<file path="src/rtl/switch_debounce.sv">
// -----------------------------------------------------------------------------
// switch_debounce
//
// Debounces WIDTH independent mechanical switch inputs. Each raw level is
// brought into the clk domain through a two-flop synchronizer and then
// qualified by a per-channel stability counter. The debounced level only
// follows the synchronized input once the input has differed from it for
// STABLE_CYCLES consecutive clock edges. Any return to the current debounced
// level restarts the count, so short bounces never reach the output.
//
// Optional edge outputs (rise/fall/changed) are built only when the macro
// SWITCH_DEBOUNCE_EDGE_EN is defined. Without it they are tied to 0 and no
// flops are generated for them. sw_db timing is the same in both builds.
//
// Parameters
//   WIDTH          number of independent switch channels
//   STABLE_CYCLES  consecutive synchronized samples needed before sw_db moves
//                  (legal range 2..65535)
//
// Ports
//   clk      in   single clock, all state changes on its rising edge
//   rst_n    in   asynchronous active-low reset
//   sw       in   [WIDTH]  raw asynchronous (bouncing) switch levels
//   sw_db    out  [WIDTH]  debounced levels, straight from flops
//   rise     out  [WIDTH]  one-cycle pulse when sw_db[i] goes 0->1
//   fall     out  [WIDTH]  one-cycle pulse when sw_db[i] goes 1->0
//   changed  out           one-cycle pulse when any sw_db bit changes
// -----------------------------------------------------------------------------
module switch_debounce #(
  parameter int WIDTH         = 8,
  parameter int STABLE_CYCLES = 50000
) (
  input  logic             clk,
  input  logic             rst_n,
  input  logic [WIDTH-1:0] sw,
  output logic [WIDTH-1:0] sw_db,
  output logic [WIDTH-1:0] rise,
  output logic [WIDTH-1:0] fall,
  output logic             changed
);

  // Terminal count: the edge that finds the counter here while the input
  // still differs is the edge that updates sw_db.
  localparam logic [15:0] CNT_MAX = 16'(STABLE_CYCLES - 1);

  // ---------------------------------------------------------------------------
  // Two-flop synchronizer. Nothing downstream ever looks at sw directly.
  // ---------------------------------------------------------------------------
  logic [WIDTH-1:0] s1_reg;
  logic [WIDTH-1:0] s2_reg;

  always_ff @(posedge clk or negedge rst_n) begin
    if (!rst_n) begin
      s1_reg <= '0;
      s2_reg <= '0;
    end else begin
      s1_reg <= sw;
      s2_reg <= s1_reg;
    end
  end

  // ---------------------------------------------------------------------------
  // Per-channel stability counters.
  // update[i] is high for the edge on which channel i's debounced level flips.
  // ---------------------------------------------------------------------------
  logic [WIDTH-1:0] update;
  logic [WIDTH-1:0] sw_db_next;

  generate
    for (genvar gi = 0; gi < WIDTH; gi++) begin : g_chan
      logic [15:0] cnt_reg;
      logic        differ;

      assign differ         = s2_reg[gi] ^ sw_db[gi];
      assign update[gi]     = differ && (cnt_reg == CNT_MAX);
      assign sw_db_next[gi] = update[gi] ? s2_reg[gi] : sw_db[gi];

      // Clear whenever the input agrees with the output (bounce restart) and
      // also on the update edge itself; otherwise count up. The clear at
      // CNT_MAX is what keeps the counter saturated below STABLE_CYCLES.
      always_ff @(posedge clk or negedge rst_n) begin
        if (!rst_n) begin
          cnt_reg <= '0;
        end else if (!differ || (cnt_reg == CNT_MAX)) begin
          cnt_reg <= '0;
        end else begin
          cnt_reg <= cnt_reg + 16'd1;
        end
      end
    end
  endgenerate

  // Debounced levels held in one register vector so the output is a clean
  // flop bank with no combinational path back to sw.
  always_ff @(posedge clk or negedge rst_n) begin
    if (!rst_n) begin
      sw_db <= '0;
    end else begin
      sw_db <= sw_db_next;
    end
  end

  // ---------------------------------------------------------------------------
  // Edge pulses, registered on the same edge that sw_db moves. A channel can
  // only move in one direction per edge, so rise and fall never overlap.
  // ---------------------------------------------------------------------------
`ifdef SWITCH_DEBOUNCE_EDGE_EN
  always_ff @(posedge clk or negedge rst_n) begin
    if (!rst_n) begin
      rise    <= '0;
      fall    <= '0;
      changed <= 1'b0;
    end else begin
      rise    <= update & s2_reg;
      fall    <= update & ~s2_reg;
      changed <= |update;
    end
  end
`else
  assign rise    = '0;
  assign fall    = '0;
  assign changed = 1'b0;
`endif

endmodule
</file>
<file path="config.mk">
export PLATFORM = sky130hd
export DESIGN_NAME = switch_debounce
export DESIGN_NICKNAME = d
export VERILOG_FILES = /design/src/rtl/switch_debounce.sv
export SDC_FILE = /design/constraint.sdc
export NUM_CORES = 1
export LEC_CHECK = 0
export CAP_MARGIN = 0
export CORE_UTILIZATION = 35
export CTS_BUF_LIST = sky130_fd_sc_hd__clkbuf_8
export DETAILED_ROUTE_END_ITERATION = 7
export DONT_BUFFER_PORTS = 1
export GPL_ROUTABILITY_DRIVEN = 0
export SKIP_LAST_GASP = 1
export SYNTH_ARGS = -nofsm -noshare
export SYNTH_HDL_FRONTEND = slang
export SYNTH_SLANG_ARGS = --single-unit
</file>
<file path="constraint.sdc">
create_clock -name clk -period 2.85 [get_ports clk]
set_input_delay 0.4275 -clock clk [delete_from_list [all_inputs] [get_ports clk]]
set_output_delay 0.4275 -clock clk [all_outputs]
set_load 0.05 [all_outputs]
</file>
==> summary.md <==
| Metric | Value |
|---|---|
| RSZ-0062 raised after global routing | `false` |
| Drt first pass iters | `4` |
| Reg2reg path depth | `4` |
| Port bufs | `0` |
| Top cell family by delay on the critical path | `compound AO/OA/AOI/OAI gates` |
| Synth Area per Inst | `10.3 um^2` |
| Fmax | `502 MHz` |
| Final ANT Viol Nets | `0` |
| Internal power | `3.03 mW` |
| Global-route wire length before repair | `21,000 um` |
| CP Launch Type | `flip-flop` |
| Pwr dens | `502 mW/mm^2` |
| Final TNS setup | `0 ns` |
| CP Cell Sequence | `nor4b_2 -> nand3b_1 -> o41ai_4 -> nor2_1` |
| Clk network pwr share | `0.400` |
| WP buf/inv | `0` |
| Worst Setup End Kind | `flip-flop` |
| CTS buffer count | `17` |
| Chip Height | `145 um` |
| CP arrival | `2.28 ns` |
| Required @ worst endpoint | `3.14 ns` |
| Largest area contributor in the netlist | `dfrtp_1` |
| # setup viols final | `0` |
| Most used DFF post-synth | `dfrtp_1` |
| Max stage delay on crit path | `0.84 ns` |
| Violated checks | `hold timing` |
| Ant diodes | `0` |
| Slew headroom | `0.415` |
| Synth top area cells | `dfrtp_1 53%, xnor2_1 11%, nor2_1 7.1%, xor2_1 3.2%, nand3_1 3.1%` |
| H-tree levels | `4` |
| Initial Utilization | `0.362` |
| Syn Inst Count | `695` |
| Die Span X | `145 um` |
| Standard-cell row count | `51` |
| Critical Path Slowest Stage Cell | `o41ai_4` |
| Gr ovfl total | `0` |
| Clk_skew | `0.0104 ns` |
| Seq cells post-synth | `152` |
| Worst R2R Setup Slack | `0.86 ns` |
| CTS tree | `yes` |
| Pin count of the biggest net entering global routing | `153` |
| Clock Latency Late Sink | `0.44 ns` |
| Area of the core | `0.0198 mm^2` |
| CP Max Fanout | `16` |
| Root Buffer | `clkbuf_8` |
| Top sig layer | `met4` |
| Detailed route wirelength on metal2 | `5340 um` |
| Max VDD drop | `391 uV` |
| Layout Area Growth over Synthesis | `9.53%` |
| Endpoints failing hold | `152` |
| Mapped cell area | `0.00717 mm^2` |
| Vias/cell | `4.76` |
| Synth cell types | `38` |
| Area of placed instances | `0.00739 mm^2` |
| Slew Limit Fails | `0` |
| Iteration-0 DRC Markers | `228` |
| Clock tree buffer depth | `2` |
| Post-synth top area share | `0.530` |
| Sw Pwr | `0.917 mW` |
| Layout cell share with drive strength beyond 1 | `0.0633` |
| WL final | `11,900 um` |
| DP Worst Slack | `0.833 ns` |
| Net Sw Frac | `0.233` |
| Tot GR Track Use | `0.120` |
| Max_cap viols | `0` |
| Max reg flops | `128` |
| Vias in the first global route | `4,556` |
| Seq/Total Area, Yosys | `0.530` |
| Run status | `complete, but fails checks` |
| Pleak | `3.14 nW` |
| Post-CTS setup repair buffer count | `0` |
| Worst setup margin | `0.857 ns` |
| Met1 Wirelength | `6030 um` |
| Hold Path Class | `in -> async` |
| Clock Sinks | `152` |
| Final Critical Period | `1.99 ns` |
| Clk pin slew, worst setup/hold paths | `0.08 ns` |
| Total power | `3.94 mW` |
| DRC Markers | `0` |
| Post_cts resized | `0` |
| Post-synth EDFFs | `0` |
| Syn. warnings | `0` |
| Slew of the pin with the lowest slew margin | `0.874 ns` |
| Register share of total power | `0.565` |
| DP HPWL | `7660 um` |
| Fin area | `0.00785 mm^2` |
| Period utilisation layout | `0.699` |
| Total number of vias | `4,720` |
| Wirelength per Cell | `12.0 um` |
| Initial antenna violation count | `0` |
| Hold buffers post-CTS | `8` |
| CP Class | `reg -> reg` |
| Comb power frac | `0.035` |
| Critical Path Stages | `4` |
| WHS | `-0.316 ns` |
| Ys async rst share | `1.00` |
| Die Area | `0.0211 mm^2` |
| Ports | `35` |
| Final net count | `732` |
| WL met3 | `367 um` |
## path summary, 6_finish.rpt
check	from	endpoint
hold / removal	rst_n	s1_reg[1]$_DFF_PN0_
setup / recovery	g_chan[0].cnt_reg[12]$_DFF_PN0_	g_chan[0].cnt_reg[3]$_DFF_PN0_
setup reg to reg	g_chan[0].cnt_reg[12]$_DFF_PN0_	g_chan[0].cnt_reg[3]$_DFF_PN0_
max in group asynchronous	rst_n	g_chan[3].cnt_reg[4]$_DFF_PN0_
min in group clk	s1_reg[2]$_DFF_PN0_	s2_reg[2]$_DFF_PN0_
hold reg to reg	s1_reg[2]$_DFF_PN0_	s2_reg[2]$_DFF_PN0_
## through the flow
| stage | cells | util |
|---|---|---|
| after global routing | 992 | 0.397 |
| after floorplan | 711 | - |
| after detailed placement | 952 | 0.374 |
| after global placement | 952 | 0.374 |
| final | 992 | 0.397 |
| after CTS | 992 | 0.397 |
## layout by cell type, fill, tap and decap left out, types with 2 or more instances in the layout
| cell | synthesis | final |
|---|---|---|
| nor4bb_1 | 12 | 12 |
| a21oi_1 | 6 | 6 |
| ha_1 | 8 | 8 |
| o41ai_4 | 2 | 2 |
| and2_1 | 2 | 2 |
| nand2_1 | 32 | 32 |
| xnor2_1 | 88 | 88 |
| or4_1 | 3 | 3 |
| inv_6 | 0 | 2 |
| mux2_2 | 8 | 8 |
| clkinvlp_4 | 0 | 2 |
| or3_1 | 2 | 2 |
| clkinv_2 | 0 | 2 |
| o31ai_1 | 3 | 3 |
| xor2_1 | 26 | 26 |
| nor4_1 | 31 | 31 |
| nand4_1 | 30 | 30 |
| conb_1 | 1 | 17 |
| dfrtp_1 | 152 | 152 |
| clkbuf_8 | 0 | 18 |
| nor2_1 | 135 | 135 |
| nand3_1 | 45 | 45 |
| clkinv_4 | 0 | 2 |
| or2_1 | 2 | 2 |
| nor3_1 | 27 | 27 |
| inv_1 | 24 | 28 |
| and3_1 | 14 | 14 |
| nor4b_1 | 6 | 6 |
| bufinv_16 | 0 | 2 |
| dlygate4sd3_1 | 0 | 8 |
## final cells by class
class / count / area (um^2)
clock buffer: 18 / 248
clock inverter: 14 / 135
fill: 1947 / 11900
inverter: 24 / 90.1
multi-input combinational: 510 / 3160
sequential: 152 / 3800
tap: 265 / 332
timing repair buffer: 9 / 87.6
## Yosys cell counts (3+ instances only)
master,n
ha_1,8
or4_1,3
xor2_1,26
inv_1,24
buf_2,5
a21oi_1,6
nor4b_1,6
xnor2_1,88
nand2_1,32
nand3_1,45
nand4_1,30
and3_1,14
dfrtp_1,152
mux2_2,8
nor4_1,31
nor4bb_1,12
buf_4,17
nor2_1,135
nor3_1,27
o31ai_1,3
## routing by layer
metal / GRT usage / up-vias
li1: - / 2379
met2: 0.187 / 51
met3: 0.0365 / 12
met5: 0 / -
met1: 0.159 / 2278
met4: 0.0426 / 0
## cells by family after synthesis
family / count (synthesis) / synth area share
buf+inv: 49 / 0.0375
fa+ha+maj: 8 / 0.0140
other cells: 1 / 0.000523
xor+xnor: 114 / 0.139
simple gates: 350 / 0.249
compound gates: 13 / 0.0169
mux: 8 / 0.0126
flops: 152 / 0.530
## worst register-to-register path: stages, from the launching register on
cell and delay (ns):
dfrtp_1 0.43, nor4b_2 0.28, nand3b_1 0.17, o41ai_4 0.85
nor2_1 0.13
## power by group through the flow
stage               combinational, mW  clock (mW)  sequential [mW]
global route                    0.154        1.74             2.23
detailed placement              0.133           0             2.27
global placement                0.132           0             2.27
finish                          0.139        1.58             2.23
floorplan                       0.139           0             2.26
CTS                             0.141        1.65             2.23
Note: power is estimated with default switching activity, not from simulation.
